[config.mk]
export PLATFORM = sky130hd
export DESIGN_NAME = apb_prci_seq
export DESIGN_NICKNAME = d
export VERILOG_FILES = /design/src/rtl/apb_prci_seq.sv
export SDC_FILE = /design/constraint.sdc
export NUM_CORES = 1
export LEC_CHECK = 0
export ABC_AREA = 1
export CAP_MARGIN = 20
export CORE_ASPECT_RATIO = 1.25
export CORE_MARGIN = 10
export CORE_UTILIZATION = 41
export DETAILED_ROUTE_END_ITERATION = 6
export PLACE_DENSITY = 0.95
export SLEW_MARGIN = 20
export SYNTH_ARGS = -nofsm -noshare
export SYNTH_HDL_FRONTEND = slang
export SYNTH_SLANG_ARGS = --single-unit
[constraint.sdc]
create_clock -name i_clk -period 3.48 [get_ports i_clk]
set_input_delay 0.696 -clock i_clk [delete_from_list [all_inputs] [get_ports i_clk]]
set_output_delay 0.696 -clock i_clk [all_outputs]
set_load 0.01 [all_outputs]
[src/rtl/apb_prci_seq.sv]
// apb_prci_seq: APB reset controller that sequences RST_DOMAINS active-low reset outputs.
// It holds everything in reset until the system PLL lock (i_locked[0]) has been stable for
// LOCK_FILTER cycles, then releases domains one at a time. Software can pulse a single domain,
// or re-sequence all of them. A debug reset request re-asserts all domains.
//
// Optional feature: define PRCI_WATCHDOG_EN to add a watchdog (0x14 reload, 0x18 kick).
//
// Ports:
//   i_clk, i_nrst      clock, asynchronous active-low power-on reset
//   i_dmireset         debug reset request (level, active high, synchronous to i_clk)
//   i_locked           PLL lock / link status, asynchronous, double-flopped here
//   o_dom_nrst         per-domain resets, active low (bit 0 = system domain)
//   o_sys_nrst/o_sys_rst  system domain reset, low / high active
//   o_dbg_nrst         debug module reset, active low
//   i_mapinfo          {addr_end, addr_start} of this slave's slot
//   o_cfg              PnP descriptor {vendor id, device id, i_mapinfo}
//   i_apb_*/o_apb_*    APB slave; response is given one cycle after the access phase starts

`timescale 1ns/1ps

module apb_prci_seq #(
    parameter int unsigned RST_DOMAINS = 4,
    parameter int unsigned LOCK_INPUTS = 3,
    parameter int unsigned DLY_W       = 8,
    parameter int unsigned LOCK_FILTER = 16
) (
    input  logic                   i_clk,
    input  logic                   i_nrst,
    input  logic                   i_dmireset,
    input  logic [LOCK_INPUTS-1:0] i_locked,
    output logic [RST_DOMAINS-1:0] o_dom_nrst,
    output logic                   o_sys_nrst,
    output logic                   o_sys_rst,
    output logic                   o_dbg_nrst,
    input  logic [63:0]            i_mapinfo,
    output logic [95:0]            o_cfg,
    input  logic                   i_apb_psel,
    input  logic                   i_apb_penable,
    input  logic                   i_apb_pwrite,
    input  logic [11:0]            i_apb_paddr,
    input  logic [31:0]            i_apb_pwdata,
    output logic [31:0]            o_apb_prdata,
    output logic                   o_apb_pready,
    output logic                   o_apb_pslverr
);

    localparam logic [15:0] VENDOR_OPTIMITECH = 16'h00F1;
    localparam logic [15:0] OPTIMITECH_PRCI   = 16'h0076;
    localparam int unsigned IDX_W = (RST_DOMAINS > 1) ? $clog2(RST_DOMAINS) : 1;
    localparam int unsigned LF_W  = $clog2(LOCK_FILTER + 1);

    typedef enum logic [2:0] {
        StWaitLock = 3'd0,
        StRelease  = 3'd1,
        StRun      = 3'd2,
        StSwrst    = 3'd3,
        StAssert   = 3'd4
    } state_e;

    state_e                 state_q, state_d;
    logic [IDX_W-1:0]       idx_q, idx_d;
    logic [IDX_W-1:0]       swk_q, swk_d;
    logic [DLY_W-1:0]       cnt_q, cnt_d;
    logic [DLY_W-1:0]       dly_q;
    logic [RST_DOMAINS-1:0] pend_q, pend_d, pend_clr;
    logic [4:0]             cause_q, cause_d;
    logic [RST_DOMAINS-1:0] dom_nrst_q, dom_nrst_d;
    logic                   dbg_nrst_q, dbg_nrst_d;
    logic [LOCK_INPUTS-1:0] lock_s1_q, lock_s2_q;
    logic [LF_W-1:0]        filt_q;
    logic                   lock_ok, lock_lost;
    logic                   set_lock, set_dmi, set_sw, set_wdt, wdt_fire;
    logic [IDX_W-1:0]       low_k;
    logic                   apb_req, apb_wr, wr_pend, wr_dly, wr_cause;
    logic [31:0]            rdata;
    logic [31:0]            prdata_q;
    logic                   pready_q;
    logic                   unused_pwdata;

    // Lock synchroniser and stability filter (saturating count of consecutive high cycles).
    always_ff @(posedge i_clk or negedge i_nrst) begin
        if (!i_nrst) begin
            lock_s1_q <= '0;
            lock_s2_q <= '0;
            filt_q    <= '0;
        end else begin
            lock_s1_q <= i_locked;
            lock_s2_q <= lock_s1_q;
            if (!lock_s2_q[0]) begin
                filt_q <= '0;
            end else if (!lock_ok) begin
                filt_q <= filt_q + 1'b1;
            end
        end
    end

    assign lock_ok   = (filt_q == LF_W'(LOCK_FILTER));
    assign lock_lost = ~lock_s2_q[0];

    // APB decode: a request is the first cycle of the access phase.
    assign apb_req  = i_apb_psel & i_apb_penable & ~pready_q;
    assign apb_wr   = apb_req & i_apb_pwrite;
    assign wr_pend  = apb_wr && (i_apb_paddr == 12'h008);
    assign wr_dly   = apb_wr && (i_apb_paddr == 12'h00C);
    assign wr_cause = apb_wr && (i_apb_paddr == 12'h010);

`ifdef PRCI_WATCHDOG_EN
    logic [31:0] wdt_reload_q, wdt_cnt_q;
    logic        wr_wdt_reload, wr_wdt_kick;

    assign wr_wdt_reload = apb_wr && (i_apb_paddr == 12'h014);
    assign wr_wdt_kick   = apb_wr && (i_apb_paddr == 12'h018);
    // Fires on the cycle the count would reach zero, i.e. 'reload' RUN cycles after a reload.
    assign wdt_fire = (state_q == StRun) && (wdt_reload_q != 32'd0) && (wdt_cnt_q <= 32'd1);

    always_ff @(posedge i_clk or negedge i_nrst) begin
        if (!i_nrst) begin
            wdt_reload_q <= '0;
            wdt_cnt_q    <= '0;
        end else if (wr_wdt_reload) begin
            wdt_reload_q <= i_apb_pwdata;
            wdt_cnt_q    <= i_apb_pwdata;
        end else if (wr_wdt_kick || wdt_fire) begin
            wdt_cnt_q <= wdt_reload_q;
        end else if (state_q == StRun && wdt_reload_q != 32'd0) begin
            wdt_cnt_q <= wdt_cnt_q - 32'd1;
        end
    end
`else
    assign wdt_fire = 1'b0;
`endif

    // Lowest pending domain.
    always_comb begin
        low_k = '0;
        for (int i = RST_DOMAINS - 1; i >= 0; i--) begin
            if (pend_q[i]) low_k = IDX_W'(i);
        end
    end

    // FSM state register.
    always_ff @(posedge i_clk or negedge i_nrst) begin
        if (!i_nrst) begin
            state_q <= StWaitLock;
            idx_q   <= '0;
            swk_q   <= '0;
            cnt_q   <= '0;
        end else begin
            state_q <= state_d;
            idx_q   <= idx_d;
            swk_q   <= swk_d;
            cnt_q   <= cnt_d;
        end
    end

    // FSM next state. Lock loss beats debug reset, which beats watchdog and software requests.
    always_comb begin
        state_d  = state_q;
        idx_d    = idx_q;
        swk_d    = swk_q;
        cnt_d    = cnt_q;
        pend_clr = '0;
        set_lock = 1'b0;
        set_dmi  = 1'b0;
        set_sw   = 1'b0;
        set_wdt  = 1'b0;
        if (state_q != StWaitLock && lock_lost) begin
            state_d  = StWaitLock;
            set_lock = 1'b1;
        end else if (state_q != StWaitLock && i_dmireset) begin
            state_d = StAssert;
            set_dmi = 1'b1;
        end else begin
            case (state_q)
                StWaitLock: begin
                    if (lock_ok && !i_dmireset) begin
                        state_d = StRelease;
                        idx_d   = '0;
                        cnt_d   = dly_q;
                    end
                end
                StRelease: begin
                    if (cnt_q == '0) begin
                        if (idx_q == IDX_W'(RST_DOMAINS - 1)) begin
                            state_d = StRun;
                        end else begin
                            idx_d = idx_q + 1'b1;
                            cnt_d = dly_q;
                        end
                    end else begin
                        cnt_d = cnt_q - 1'b1;
                    end
                end
                StRun: begin
                    if (wdt_fire) begin
                        state_d = StAssert;
                        set_wdt = 1'b1;
                    end else if (|pend_q) begin
                        set_sw = 1'b1;
                        if (pend_q[0]) begin
                            // System domain request means a full re-sequence.
                            state_d  = StAssert;
                            pend_clr = '1;
                        end else begin
                            state_d  = StSwrst;
                            swk_d    = low_k;
                            cnt_d    = dly_q;
                            pend_clr = RST_DOMAINS'(1) << low_k;
                        end
                    end
                end
                StSwrst: begin
                    if (cnt_q == '0) begin
                        state_d = StRun;
                    end else begin
                        cnt_d = cnt_q - 1'b1;
                    end
                end
                StAssert: begin
                    state_d = StRelease;
                    idx_d   = '0;
                    cnt_d   = dly_q;
                end
                default: state_d = StWaitLock;
            endcase
        end
    end

    // Outputs are decoded from the next state and registered so reset lines never glitch.
    always_comb begin
        dom_nrst_d = '0;
        case (state_d)
            StRelease: begin
                for (int i = 0; i < RST_DOMAINS; i++) begin
                    dom_nrst_d[i] = (IDX_W'(i) < idx_d);
                end
            end
            StRun:   dom_nrst_d = '1;
            StSwrst: begin
                dom_nrst_d        = '1;
                dom_nrst_d[swk_d] = 1'b0;
            end
            default: dom_nrst_d = '0;
        endcase
        dbg_nrst_d = (state_d != StWaitLock);
    end

    // Pending mask and sticky cause; new events win over a same-cycle W1C.
    always_comb begin
        pend_d = (pend_q & ~pend_clr) | (wr_pend ? i_apb_pwdata[RST_DOMAINS-1:0] : '0);
        cause_d = cause_q;
        if (wr_cause) cause_d = cause_q & ~i_apb_pwdata[4:0];
        cause_d = cause_d | {set_wdt, set_sw, set_dmi, set_lock, 1'b0};
    end

    always_comb begin
        rdata = '0;
        case (i_apb_paddr)
            12'h000: begin
                rdata[LOCK_INPUTS-1:0] = lock_s2_q;
                rdata[31]              = lock_ok;
            end
            12'h004: begin
                rdata[RST_DOMAINS-1:0] = dom_nrst_q;
                rdata[16]              = dbg_nrst_q;
                rdata[26:24]           = state_q;
            end
            12'h008: rdata[RST_DOMAINS-1:0] = pend_q;
            12'h00C: rdata[DLY_W-1:0] = dly_q;
            12'h010: rdata[4:0] = cause_q;
`ifdef PRCI_WATCHDOG_EN
            12'h014: rdata = wdt_reload_q;
`endif
            default: rdata = '0;
        endcase
    end

    always_ff @(posedge i_clk or negedge i_nrst) begin
        if (!i_nrst) begin
            dom_nrst_q <= '0;
            dbg_nrst_q <= 1'b0;
            pend_q     <= '0;
            cause_q    <= 5'b00001;
            dly_q      <= DLY_W'(16);
            prdata_q   <= '0;
            pready_q   <= 1'b0;
        end else begin
            dom_nrst_q <= dom_nrst_d;
            dbg_nrst_q <= dbg_nrst_d;
            pend_q     <= pend_d;
            cause_q    <= cause_d;
            if (wr_dly) dly_q <= i_apb_pwdata[DLY_W-1:0];
            if (apb_req) prdata_q <= rdata;
            pready_q <= apb_req;
        end
    end

    assign o_dom_nrst    = dom_nrst_q;
    assign o_sys_nrst    = dom_nrst_q[0];
    assign o_sys_rst     = ~dom_nrst_q[0];
    assign o_dbg_nrst    = dbg_nrst_q;
    assign o_cfg         = {VENDOR_OPTIMITECH, OPTIMITECH_PRCI, i_mapinfo};
    assign o_apb_prdata  = prdata_q;
    assign o_apb_pready  = pready_q;
    assign o_apb_pslverr = 1'b0;
    assign unused_pwdata = ^i_apb_pwdata;

endmodule

==> results.json <==
{
  "relSlewSlack_pct": 59.2,
  "skew_ns": 0.00673,
  "worstPathArrival_ns": 2.40,
  "worstPathRequired_ns": 3.67,
  "grt_pass1_wl_um": 15800,
  "synth-seq-area-share_pct": 38.2,
  "worst_pin_slew_ns": 0.613,
  "crit_chain": "clkdlybuf4s50_1 > nor2_1 > nand2_1 > nor3_2 > nand2_1 > nand2_1 > o21ai_0",
  "critPathSlowestCell": "clkdlybuf4s50_1",
  "critical_path_peak_fanout": 12,
  "drt_iter0_drc": 250,
  "cts_buffers": 9,
  "maxSlewViolCount": 0,
  "status": "completed",
  "htreeDepth": 3,
  "post-route-drc-count": 0,
  "cts-hold-fix-buffers": 0,
  "power_density_mw_per_mm2": 638,
  "track_usage_pct": 13.8,
  "synth_flop_cell": "dfrtp_1",
  "timing.critical_path.from": "i_apb_paddr[11]",
  "grt_max_degree": 49,
  "overflow": 0,
  "crit_cells": 7,
  "initial_utilization_pct": 42.2,
  "coreArea_mm2": 0.00966,
  "reg2reg_depth": 9,
  "setup_tns_ns": 0,
  "synth_edf_count": 0,
  "cts_root_buf": "clkbuf_16",
  "hp-class": "reg -> reg",
  "reg2reg_slack_ns": 1.43,
  "synth_seq_cells": 62,
  "synth-async-reset-ratio_pct": 100,
  "end_kind": "flip-flop",
  "drive_gt1_share_pct": 8.78,
  "cp_top_family": "simple AND/OR/NAND/NOR gates",
  "drt-total-wl_um": 10200,
  "synthCells": 527,
  "final_common_cell": "nand2_1",
  "n_antenna_cell": 0,
  "rsz0062_at_grt": "no",
  "dp_hpwl_um": 7580,
  "fmax_mhz": 452,
  "power_mw": 2.78,
  "synth.yosys.warnings": 0,
  "register_area_mm2": 0.00155,
  "clk_pin_slew_worst_paths_ns": 0.06,
  "cts_sinks": 62,
  "grt_antenna_before_repair": 0,
  "endpoint": "dly_q[3]",
  "dieHeight_um": 131,
  "die-area_mm2": 0.0143,
  "clock_path_buffers": 2,
  "synth_area_mm2": 0.00407,
  "io_buffers": 49,
  "synth_cell_types": 38,
  "final_cell_mix": "nand2_1, dfrtp_1, conb_1",
  "ios": 254,
  "finalNetCount": 639,
  "multi_input_area_mm2": 0.00159,
  "path_common_cell": "nand2_1",
  "hold_viol_final": 0,
  "maxCapViolCount": 0,
  "r2r_end": "cnt_q[1]",
  "routedWlPerCell_um": 15.6,
  "syn2layout_area_growth_pct": 7.07,
  "r2r-start": "cnt_q[0]",
  "drt-vias-per-instance": 5.01,
  "max_stage_delay_ns": 0.40,
  "worst-path-buf-inv": 1,
  "postSynthAreaPerCell_um2": 7.73,
  "post_cts_buffers": 0,
  "die_x_um": 109,
  "first_pass_iters": 5,
  "first_global_vias": 3237,
  "routabilityCongestion": 0.915,
  "vias": 3258,
  "cts_resized": 0,
  "drtAntennaViolNets": 0,
  "leakage_nw": 2.16,
  "path_class": "in -> reg",
  "post-route-period-util_pct": 63.6,
  "clk_latency_ns": 0.34,
  "fillers": 919,
  "cp-start-kind": "input pin",
  "peakVddDrop_v": 0.000315,
  "cts_tree": "yes",
  "fin_crit_ns": 2.21,
  "std_cell_rows": 40,
  "setup_violations": 0
}
## worst register-to-register path: cells and delay by family (launching register included)
kind / cells / cell delay (ns)
and+or+nand+nor: 4 / 0.72
AOI/OAI and AO/OA: 2 / 0.33
buffers and inverters: 2 / 0.26
adders and majority gates: 1 / 0.23
DFF: 1 / 0.41
## per-layer routing
layer  vias to the layer above  routed length (um)  GRT usage, %
met5                         -                   0             0
met3                        63                1180          4.65
met1                      1476                3460          14.1
li1                       1492                   -             -
met2                       227                4950          23.1
met4                         0                 566          9.25
## synth_stat cells (4+ instances only)
library cell / instances / area (um2)
buf_4: 117 / 878
nand2_1: 112 / 420
dfrtp_1: 60 / 1500
inv_1: 45 / 169
nand3_1: 42 / 210
nor2_1: 36 / 135
o21ai_0: 27 / 135
o21ai_1: 11 / 55.1
inv_2: 9 / 33.8
a21oi_1: 7 / 35.0
nand4_1: 7 / 43.8
nor3_1: 5 / 25.0
xor2_1: 5 / 43.8
nor2_2: 4 / 25.0
## report_power, final
| part | internal, mW | leakage, nW | switching (mW) |
|---|---|---|---|
| combinational | 0.324 | 1.21 | 0.587 |
| sequential | 0.811 | 0.796 | 0.0901 |
| clock | 0.646 | 0.148 | 0.324 |
| total | 1.78 | 2.16 | 1.00 |
## stage by stage
| stage | cell area [um2] | hold slack [ns] | utilization, % | worst slack [ns] | instances |
|---|---|---|---|---|---|
| finish | 4360 | 0.346 | 45.1 | 1.27 | 650 |
| global route | 4360 | 0.364 | 45.1 | 1.09 | 650 |
| CTS | 4360 | 0.347 | 45.1 | 1.30 | 650 |
| detailed placement | 4030 | 0.335 | 41.7 | 0.989 | 634 |
| global placement | 4030 | 0.333 | 41.7 | 1.09 | 634 |
| floorplan | 4260 | 0.331 | - | 1.77 | 577 |
## how the worst min path moves through the flow
| stage | start | end | slack [ns] | cells past startpoint |
|---|---|---|---|---|
| after floorplan | lock_s1_q[0] | lock_s2_q[0] | 0.33 | 0 |
| after global placement | lock_s1_q[0] | lock_s2_q[0] | 0.33 | 0 |
| after detailed placement | lock_s1_q[1] | lock_s2_q[1] | 0.33 | 0 |
| after CTS | lock_s1_q[1] | lock_s2_q[1] | 0.35 | 0 |
| after global routing | lock_s1_q[2] | lock_s2_q[2] | 0.36 | 0 |
| final | lock_s1_q[1] | lock_s2_q[1] | 0.35 | 0 |
## cell families (layout without fill, tap and decap cells)
group	after synthesis	in the layout	synth area share (%)
and+or+nand+nor	216	216	23.7
buffers and inverters	178	125	27.4
DFF	62	62	38.2
AOI/OAI and AO/OA	60	60	8.36
xor gates and xnor gates	6	6	1.29
adders and majority gates	3	3	0.922
other	2	52	0.184
## final cells by class
class,count,area share [%]
inverter,56,4.88
tap,126,3.62
clock inverter,5,1.89
multi-input combinational,337,36.5
sequential,62,35.6
clock buffer,11,5.57
timing repair buffer,53,11.9
## sequential cells by signal, indices dropped and copies added (netlist names)
| signal | flops |
|---|---|
| o_apb_prdata | 13 |
| cnt_q | 8 |
| lock_s1_q | 3 |
| lock_s2_q | 3 |
| dly_q | 8 |
| o_dbg_nrst | 1 |
| pend_q | 4 |
| filt_q | 5 |
| state_q | 3 |
| idx_q | 2 |
| cause_q | 5 |
| o_apb_pready | 1 |
| o_dom_nrst | 4 |
| swk_q | 2 |
(Power assumes the default switching activity.)
